File: src/rtl/led_scan_sequencer.sv
// led_scan_sequencer: column scanner for an N x N LED grid (Conway display).
// Each column is blanked for BLANK_TICKS cycles and then driven for
// DWELL_TICKS cycles. A one-entry shadow buffer accepts new frames at any time.
// Frames are swapped into cells_out only at the end of a full sweep, or while
// idle, so a sweep never shows two different frames.
// Optional feature: define LED_SCAN_BLANK_EN to enable the BLANK phase.
// Without it, columns are driven back to back and BLANK_TICKS is ignored.
module led_scan_sequencer #(
   parameter int N           = 8,
   parameter int DWELL_TICKS = 1000,
   parameter int BLANK_TICKS = 16
) (
   input  logic                  clk,
   input  logic                  rst,
   input  logic                  ena,
   input  logic [N*N-1:0]        cells_in,
   input  logic                  cells_valid,
   output logic                  cells_ready,
   output logic [N*N-1:0]        cells_out,
   output logic [$clog2(N):0]    x,
   output logic                  led_ena,
   output logic                  frame_done
);

   localparam int XW   = $clog2(N) + 1;
   localparam int MAXT = (DWELL_TICKS > BLANK_TICKS) ? DWELL_TICKS : BLANK_TICKS;
   localparam int CW   = $clog2(MAXT + 1);
   localparam logic [CW-1:0] DWELL_LOAD = CW'(DWELL_TICKS - 1);
`ifdef LED_SCAN_BLANK_EN
   localparam logic [CW-1:0] BLANK_LOAD = CW'(BLANK_TICKS - 1);
`endif

   // Reject illegal geometry or timing when the design is elaborated
   if (N < 1 || N > 8 || DWELL_TICKS < 1 || BLANK_TICKS < 1) begin : g_param_check
      $error("led_scan_sequencer: N must be 1..8 and DWELL_TICKS/BLANK_TICKS at least 1");
   end

`ifdef LED_SCAN_BLANK_EN
   typedef enum logic [1:0] {IDLE = 2'd0, BLANK = 2'd1, DRIVE = 2'd2} state_t;
`else
   typedef enum logic [1:0] {IDLE = 2'd0, DRIVE = 2'd2} state_t;
`endif

   state_t          state_q, state_d;
   logic [CW-1:0]   cnt_q, cnt_d;
   logic [XW-1:0]   x_q, x_d;
   logic            led_ena_q, led_ena_d;
   logic            frame_done_q, frame_done_d;
   logic [N*N-1:0]  shadow_q, shadow_d;
   logic            cells_ready_q, cells_ready_d;
   logic [N*N-1:0]  cells_out_q, cells_out_d;
   logic            col_end;
   logic            frame_end;

   // Dwell counter reaching zero in DRIVE marks a column end; the last column ends the frame
   always_comb begin
      col_end   = (state_q == DRIVE) && (cnt_q == '0);
      frame_end = ena && col_end && (x_q == XW'(N - 1));
   end

   // Scan FSM: next state, column index, dwell/blank counter and registered drive outputs
   always_comb begin
      state_d      = state_q;
      cnt_d        = cnt_q;
      x_d          = x_q;
      led_ena_d    = led_ena_q;
      frame_done_d = 1'b0;
      if (!ena) begin
         state_d   = IDLE;
         cnt_d     = '0;
         x_d       = '0;
         led_ena_d = 1'b0;
      end else begin
         case (state_q)
            IDLE: begin
               x_d = '0;
`ifdef LED_SCAN_BLANK_EN
               state_d   = BLANK;
               cnt_d     = BLANK_LOAD;
               led_ena_d = 1'b0;
`else
               state_d   = DRIVE;
               cnt_d     = DWELL_LOAD;
               led_ena_d = 1'b1;
`endif
            end
`ifdef LED_SCAN_BLANK_EN
            BLANK: begin
               if (cnt_q == '0) begin
                  state_d   = DRIVE;
                  cnt_d     = DWELL_LOAD;
                  led_ena_d = 1'b1;
               end else begin
                  cnt_d = cnt_q - CW'(1);
               end
            end
`endif
            DRIVE: begin
               if (col_end) begin
                  if (x_q == XW'(N - 1)) begin
                     x_d          = '0;
                     frame_done_d = 1'b1;
                  end else begin
                     x_d = x_q + XW'(1);
                  end
`ifdef LED_SCAN_BLANK_EN
                  state_d   = BLANK;
                  cnt_d     = BLANK_LOAD;
                  led_ena_d = 1'b0;
`else
                  state_d   = DRIVE;
                  cnt_d     = DWELL_LOAD;
                  led_ena_d = 1'b1;
`endif
               end else begin
                  cnt_d = cnt_q - CW'(1);
               end
            end
            default: begin
               state_d   = IDLE;
               cnt_d     = '0;
               x_d       = '0;
               led_ena_d = 1'b0;
            end
         endcase
      end
   end

   // Shadow buffer: accept a frame when empty, swap it out at frame end or while idle
   always_comb begin
      shadow_d      = shadow_q;
      cells_ready_d = cells_ready_q;
      cells_out_d   = cells_out_q;
      if (cells_ready_q && cells_valid) begin
         shadow_d      = cells_in;
         cells_ready_d = 1'b0;
      end else if (!cells_ready_q && (frame_end || state_q == IDLE)) begin
         cells_out_d   = shadow_q;
         cells_ready_d = 1'b1;
      end
   end

   // State register with asynchronous reset to an idle, empty, dark display
   always_ff @(posedge clk or posedge rst) begin
      if (rst) begin
         state_q       <= IDLE;
         cnt_q         <= '0;
         x_q           <= '0;
         led_ena_q     <= 1'b0;
         frame_done_q  <= 1'b0;
         shadow_q      <= '0;
         cells_ready_q <= 1'b1;
         cells_out_q   <= '0;
      end else begin
         state_q       <= state_d;
         cnt_q         <= cnt_d;
         x_q           <= x_d;
         led_ena_q     <= led_ena_d;
         frame_done_q  <= frame_done_d;
         shadow_q      <= shadow_d;
         cells_ready_q <= cells_ready_d;
         cells_out_q   <= cells_out_d;
      end
   end

   // Every output comes straight from a flop
   always_comb begin
      x           = x_q;
      led_ena     = led_ena_q;
      frame_done  = frame_done_q;
      cells_ready = cells_ready_q;
      cells_out   = cells_out_q;
   end

endmodule

File: config.mk
export PLATFORM = sky130hd
export DESIGN_NAME = led_scan_sequencer
export DESIGN_NICKNAME = d
export VERILOG_FILES = /design/src/rtl/led_scan_sequencer.sv
export SDC_FILE = /design/constraint.sdc
export NUM_CORES = 1
export LEC_CHECK = 0
export BUFFER_PORTS_ARGS = -buffer_cell sky130_fd_sc_hd__buf_2
export CAP_MARGIN = 20
export CORE_ASPECT_RATIO = 1.75
export CORE_UTILIZATION = 41
export CTS_BUF_LIST = sky130_fd_sc_hd__clkbuf_4 sky130_fd_sc_hd__clkbuf_8
export DETAILED_ROUTE_END_ITERATION = 12
export HOLD_SLACK_MARGIN = 0.12
export PLACE_DENSITY_LB_ADDON = 0.12
export SKIP_CTS_REPAIR_TIMING = 1
export SYNTH_ARGS = -nofsm -noshare
export SYNTH_HDL_FRONTEND = slang
export SYNTH_SLANG_ARGS = --single-unit
File: constraint.sdc
create_clock -name clk -period 6 [get_ports clk]
set_input_delay 1.2 -clock clk [delete_from_list [all_inputs] [get_ports clk]]
set_output_delay 1.2 -clock clk [all_outputs]
set_load 0.005 [all_outputs]
==> results of run 1 <==
## metrics by stage
step	power (W)	std cells	area [µm²]	setup slack, ps
6_report	0.00299	693	7160	3440
5_1_grt	0.00317	693	7160	3340
4_1_cts	0.00304	693	7160	3440
3_5_place_dp	0.00219	661	6730	2970
3_3_place_gp	0.00217	661	6730	2980
2_1_floorplan	0.00188	359	5880	907
## critical path: cells and delay by family
family	cells	cell delay (ps)
buffers and inverters	2	610
AOI/OAI and AO/OA	1	440
muxes	1	340
and+or+nand+nor	1	230
## how the worst min path moves through the flow
stage / from / end / slack (ps) / cells after the start
after floorplan: shadow_q[29] / cells_out[29] / 470 / 1
after global placement: shadow_q[50] / cells_out[50] / 480 / 1
after detailed placement: shadow_q[53] / cells_out[53] / 490 / 1
after CTS: shadow_q[15] / cells_out[15] / 500 / 1
after global routing: shadow_q[23] / cells_out[23] / 510 / 1
final: shadow_q[15] / cells_out[15] / 490 / 1
## area by class of cell
cell class | count | area (µm²)
clock buffer | 19 | 255
clock inverter | 13 | 175
fill | 1242 | 6750
inverter | 6 | 27.5
multi-input combinational | 192 | 2120
sequential | 145 | 3630
tap | 177 | 221
timing repair buffer | 141 | 726
## kinds of logic (layout without fill, tap and decap cells)
| logic type | Yosys count | in the layout | share of synthesized area [%] |
|---|---|---|---|
| buf+inv | 22 | 179 | 2.21 |
| fa+ha+maj | 3 | 3 | 0.639 |
| simple gates | 35 | 35 | 3.58 |
| xor+xnor | 6 | 6 | 0.894 |
| compound gates | 20 | 20 | 2.58 |
| mux | 128 | 128 | 28.4 |
| flops | 145 | 145 | 61.7 |
## sequential cells by signal, indices dropped and copies added (netlist names)
signal,cells
cells_out,64
shadow_q,64
cnt_q,10
x,4
cells_ready,1
frame_done,1
led_ena,1
## cell usage in the layout (no fill, tap or decap), types with 3 or more instances in the layout
cell,synthesis,final
clkbuf_8,0,18
a21oi_1,3,3
buf_2,1,138
nand2_1,9,8
clkinvlp_4,0,4
xor2_1,3,3
inv_1,6,5
a21boi_0,6,6
dfrtp_1,144,144
xnor2_1,3,3
nor3_1,3,3
mux2_2,68,68
mux2_4,60,60
nor2_1,8,8
bufinv_16,0,3
ha_1,3,3
inv_6,0,5
nand3_1,5,5
## per-layer routing
| layer | vias up | track usage, % |
|---|---|---|
| li1 | 1559 | - |
| met1 | 1719 | 20.2 |
| met2 | 88 | 29.0 |
| met3 | 19 | 4.21 |
| met4 | 0 | 6.82 |
| met5 | - | 0 |
## power groups by stage
| stage | Combinational, W | Clock (W) | Sequential [W] |
|---|---|---|---|
| floorplan | 0.000451 | 0 | 0.00143 |
| global placement | 0.000732 | 0 | 0.00144 |
| detailed placement | 0.000749 | 0 | 0.00145 |
| CTS | 0.000751 | 0.000855 | 0.00143 |
| global route | 0.000799 | 0.000900 | 0.00147 |
| finish | 0.000734 | 0.000828 | 0.00143 |
==> run_results.csv, run 1 <==
group,metric,value,unit
status,status,"completed",
logic_synthesis,synth_commonest_cells,"dfrtp_1, mux2_2, mux2_4",
logic_synthesis,async_flop_share,100,%
cts,htreeDepth,4,
sta,finalMaxSlewViolations,0,
critical_path,cp_cell_sequence,"buf_2, and4b_4, a31oi_4, buf_12, mux2_4",
routing,wl_met2,6.21,mm
floorplan,initial_core_util,42.3,%
logic_synthesis,ys_types,35,
logic_synthesis,ys_seq_area_share,61.7,%
critical_path,crit_path_max_incr_delay,440,ps
critical_path,ff2ff_setup_slack,3480,ps
routing,viasPerCell,4.88,
pwr,p_switching,0.000810,W
logic_synthesis,synth_top_area_share,61.3,%
logic_synthesis,syn_inst,359,
min_path,hold_path.class,"register to register",
critical_path,critPathSlowestCell,"a31oi_4",
flow_run,maxCapViolCount,0,
floorplan,placementRows,57,
logic_synthesis,yosysMostFrequentCell,"dfrtp_1",
cts,clkTransAtPathRegs,90,ps
routing,wl_met3,479,µm
routing,top_layer,"met4",
logic_synthesis,synth.largest_area_cell,"dfrtp_1",
critical_path,critPathCapture,"cells_out[27]",
cts,worstSkewPairLatency,430,ps
placement,gp_congestion,0.752,
routing,drtIter0Drc,105,
critical_path,startpoint,"ena",
layout,drive_gt1_share,60.5,%
global_routing,grt_overflow,0,
logic_synthesis,synth_nets,430,
cts,clock-sinks,145,
floorplan,die_area,0.0148,mm²
routing,routed_wl,11.7,mm
critical_path,cp-end-kind,"register",
cts,cts_tree,"yes",
cts,cts_buffers,17,
global_routing,grt_pass1_wl,19.5,mm
sta,setup_tns,0,ps
sta,report.final.hold_viol_count,0,
pwr,worst_ir_drop_vdd,252,µV
logic_synthesis,yosysWarnings,0,
routing,wire_per_inst,16.9,µm
critical_path,regToRegStartpoint,"x[0]",
sta,period_needed,2560,ps
sta,setup_viol,0,
routing,vias,3385,
cts,clockBufferDepth,2,
logic_synthesis,synth-seq-cells,145,
sta,grt_setup_unrepaired,"no",
logic_synthesis,avgSynthCellArea,16.4,µm²
logic_synthesis,synthesis.area,0.00588,mm²
placement,port-buffer-count,138,
pwr,p_per_area,418,mW/mm²
layout,nets,574,
critical_path,start_kind,"primary input",
cts,clock-root-buffer,"clkbuf_8",
critical_path,critical_path_class,"primary input to register",
floorplan,die_y,160,µm
logic_synthesis,ys_top_cells_by_area,"dfrtp_1, mux2_4, mux2_2, buf_6, a21boi_0",
layout,diodes,0,
sta,period_share,42.7,%
placement,dp_hpwl,7.79,mm
sta,holdWs,491,ps
global_routing,grt_usage,17.0,%
floorplan,core-area,0.0139,mm²
global_routing,grt_pass1_vias,3711,
layout,final_core_util,51.5,%
pwr,p_int,0.00218,W
critical_path,crit_arrival,2870,ps
pwr,p_leak,3.48,nW
critical_path,path_max_fanout,55,
floorplan,dieWidth,92.5,µm
sta,maxSlewHeadroom,44.2,%
routing,postRouteAntennaNets,0,
routing,drt_pass1_iterations,4,
pwr,pwr-share-clk,27.7,%
critical_path,reg2reg_depth,6,
floorplan,io_pins,139,
pwr,p_sw_share,27.1,%
critical_path,cp.required,6310,ps
logic_synthesis,synth_edf_count,0,
pwr,pwr-share-comb,24.5,%
sta,skew,13.7,ps
sta,fmax,0.390,GHz
pwr,seqPwrFrac,47.8,%
routing,drt-met1-wl,4.79,mm
critical_path,rr_endpoint,"cells_out[27]",
sta,worst_pin_slew,837,ps
global_routing,grt_max_degree,95,
routing,drcViolationCount,0,
layout,area_growth,21.7,%
global_routing,antenna_found_initial,0,
logic_synthesis,synth-main-ff-cell,"dfrtp_1",
Note: power is estimated with default switching activity, not from simulation.
==> run 2, diff against run 1 <==
--- a/config.mk
+++ b/config.mk
@@ -5,6 +5,7 @@
 export SDC_FILE = /design/constraint.sdc
 export NUM_CORES = 1
 export LEC_CHECK = 0
+export ABC_AREA = 1
 export BUFFER_PORTS_ARGS = -buffer_cell sky130_fd_sc_hd__buf_2
 export CAP_MARGIN = 20
 export CORE_ASPECT_RATIO = 1.75
==> constraint.sdc (replaced) <==
create_clock -name clk -period 2.7 [get_ports clk]
set_input_delay 0.54 -clock clk [delete_from_list [all_inputs] [get_ports clk]]
set_output_delay 0.54 -clock clk [all_outputs]
set_load 0.005 [all_outputs]
==> run 2 against run 1 <==
Against the previous run: setup slack worse by 2700 ps; non-clock buffer count grew 6; cell count rose by 21%; clock skew is 0.95 ps lower; clock power grew 130%; hold slack got worse by 210 ps; critical path type is now register to register; critical endpoint is now cells_out[30].
==> run_results.csv, run 2 <==
group,metric,value,unit
sta,finalMaxSlewViolations,0,
critical_path,critPathSlowestCell,"dfrtp_1",
cts,clock-root-buffer,"clkbuf_8",
layout,area_growth,21.8,%
floorplan,dieWidth,91.9,µm
critical_path,crit_path_max_incr_delay,400,ps
logic_synthesis,synth_edf_count,0,
cts,clockBufferDepth,2,
logic_synthesis,ys_seq_area_share,62.6,%
floorplan,die_area,0.0146,mm²
logic_synthesis,synth_nets,586,
layout,final_cells,841,
routing,vias,4069,
sta,setup_tns,0,ps
global_routing,antenna_found_initial,0,
layout,final_cell_mix,"nand2_1, dfrtp_1, buf_2",
critical_path,critical_path_class,"register to register",
floorplan,die_y,159,µm
global_routing,grt_pass1_wl,21.1,mm
routing,wire_per_inst,15.0,µm
placement,port-buffer-count,138,
floorplan,initial_core_util,41.9,%
routing,postRouteAntennaNets,0,
logic_synthesis,synth-main-ff-cell,"dfrtp_1",
global_routing,grt_max_degree,146,
layout,design_area,0.00706,mm²
sta,period_share,71.1,%
logic_synthesis,ys_top_cells_by_area,"dfrtp_1, mux2_2, nand2_1, nand3_1, buf_6",
flow_run,maxCapViolCount,0,
global_routing,grt_pass1_vias,4268,
critical_path,start_kind,"register",
critical_path,cp_cell_sequence,"inv_1, ha_1, nand2_1, inv_1, nand3_2, nor2_4, nand3_2, nand2_2, nand2_2, buf_4, nand2_1, nand2_1",
layout,mostFrequentLayoutCell,"nand2_1",
sta,setup_viol,0,
routing,drcViolationCount,0,
min_path,hold_path.class,"primary input to register",
placement,place_area,0.00661,mm²
global_routing,grt_usage,18.5,%
cts,cts_tree,"yes",
placement,pre_cts_ws,800,ps
sta,worst_slack,780,ps
layout,drive_gt1_share,38.4,%
critical_path,crit_family,"simple AND/OR/NAND/NOR gates",
routing,viasPerCell,4.84,
cts,cts_buffers,17,
floorplan,placementRows,57,
sta,report.final.hold_viol_count,0,
logic_synthesis,synthesis.area,0.00580,mm²
pwr,p_leak,3.67,nW
floorplan,io_pins,139,
global_routing,grt_overflow,0,
logic_synthesis,ys_types,23,
sta,skew,12.8,ps
routing,routed_wl,12.6,mm
placement,dp_hpwl,8.27,mm
critical_path,critical_path_buf_inv_count,3,
status,status,"completed",
logic_synthesis,yosysMostFrequentCell,"nand2_1",
critical_path,crit_arrival,2240,ps
floorplan,core-area,0.0138,mm²
sta,worst_pin_slew,797,ps
sta,period_needed,1920,ps
placement,dp.cells,809,
layout,nets,722,
critical_path,cp-end-kind,"register",
pwr,worst_ir_drop_vdd,433,µV
logic_synthesis,avgSynthCellArea,11.3,µm²
pwr,p_per_area,875,mW/mm²
logic_synthesis,syn_inst,515,
logic_synthesis,async_flop_share,100,%
critical_path,crit_top_cell,"nand2_1",
sta,maxSlewHeadroom,46.8,%
logic_synthesis,synth.largest_area_cell,"dfrtp_1",
layout,diodes,0,
sta,fmax,0.521,GHz
logic_synthesis,synth_top_area_share,62.2,%
critical_path,path_max_fanout,48,
logic_synthesis,synth_commonest_cells,"nand2_1, dfrtp_1, nand3_1",
critical_path,cp.required,3020,ps
cts,clock-sinks,145,
routing,drtIter0Drc,225,
cts,htreeDepth,4,
logic_synthesis,synth-seq-cells,145,
layout,fillers,1340,
placement,gp_congestion,0.776,
cts,clkTransAtPathRegs,80,ps
cts,worstSkewPairLatency,430,ps
routing,drt_pass1_iterations,4,
sta,grt_setup_unrepaired,"no",
pwr,power.total,0.00618,W
logic_synthesis,yosysWarnings,0,
## run 2: cell families after synthesis
logic type               count (synthesis)  share of synthesized area (%)
AO/OA/AOI/OAI                            9                          0.885
flip-flops                             145                           62.6
XOR/XNOR                                 8                           1.21
adder cells (fa/ha/maj)                  3                          0.648
multiplexers                            64                           12.4
AND/OR/NAND/NOR                        241                           17.9
buffers and inverters                   45                           4.30
## run 2: area by class of cell
cell class | instances | area (µm²) | share of cell area, %
flip-flops and latches | 145 | 3630 | 51.4
multi-input cells | 325 | 1930 | 27.3
repair buffers | 147 | 771 | 10.9
clock buffers | 18 | 248 | 3.51
well taps | 177 | 221 | 3.14
clock inverters | 14 | 205 | 2.91
inverters | 15 | 60.1 | 0.851
## run 2: worst paths after layout
kind / cells after the start / slack, ps / startpoint / end
setup / recovery: 12 / 780 / cnt_q[0] / cells_out[30]
hold / removal: 2 / 280 / cells_valid / cells_ready
setup reg to reg: 12 / 780 / cnt_q[0] / cells_out[30]
hold reg to reg: 2 / 470 / cells_out[57] / cells_out[57]
max in group asynchronous: 3 / 1800 / rst / cells_out[3]
min in group asynchronous: 3 / 290 / rst / cells_out[53]
## run 2: layer usage
metal / up-vias / wire [µm] / GRT usage (%)
met1: 2010 / 5130 / 21.1
li1: 1962 / - / -
met4: 0 / 161 / 6.61
met3: 9 / 542 / 4.82
met5: - / 0 / 0
met2: 88 / 6780 / 33.0
## run 2: per-stage QoR
stage	hold WS [ps]	utilization, %
after global routing	255	51.0
after detailed placement	454	47.8
after floorplan	465	-
after global placement	450	47.8
after CTS	240	51.0
final	277	51.0
## run 2: report_power, final
group / total [W] / internal [W] / switching [W]
sequential: 0.00305 / 0.00274 / 0.000308
clock: 0.00190 / 0.00105 / 0.000854
combinational: 0.00123 / 0.000623 / 0.000609
total: 0.00618 / 0.00441 / 0.00177
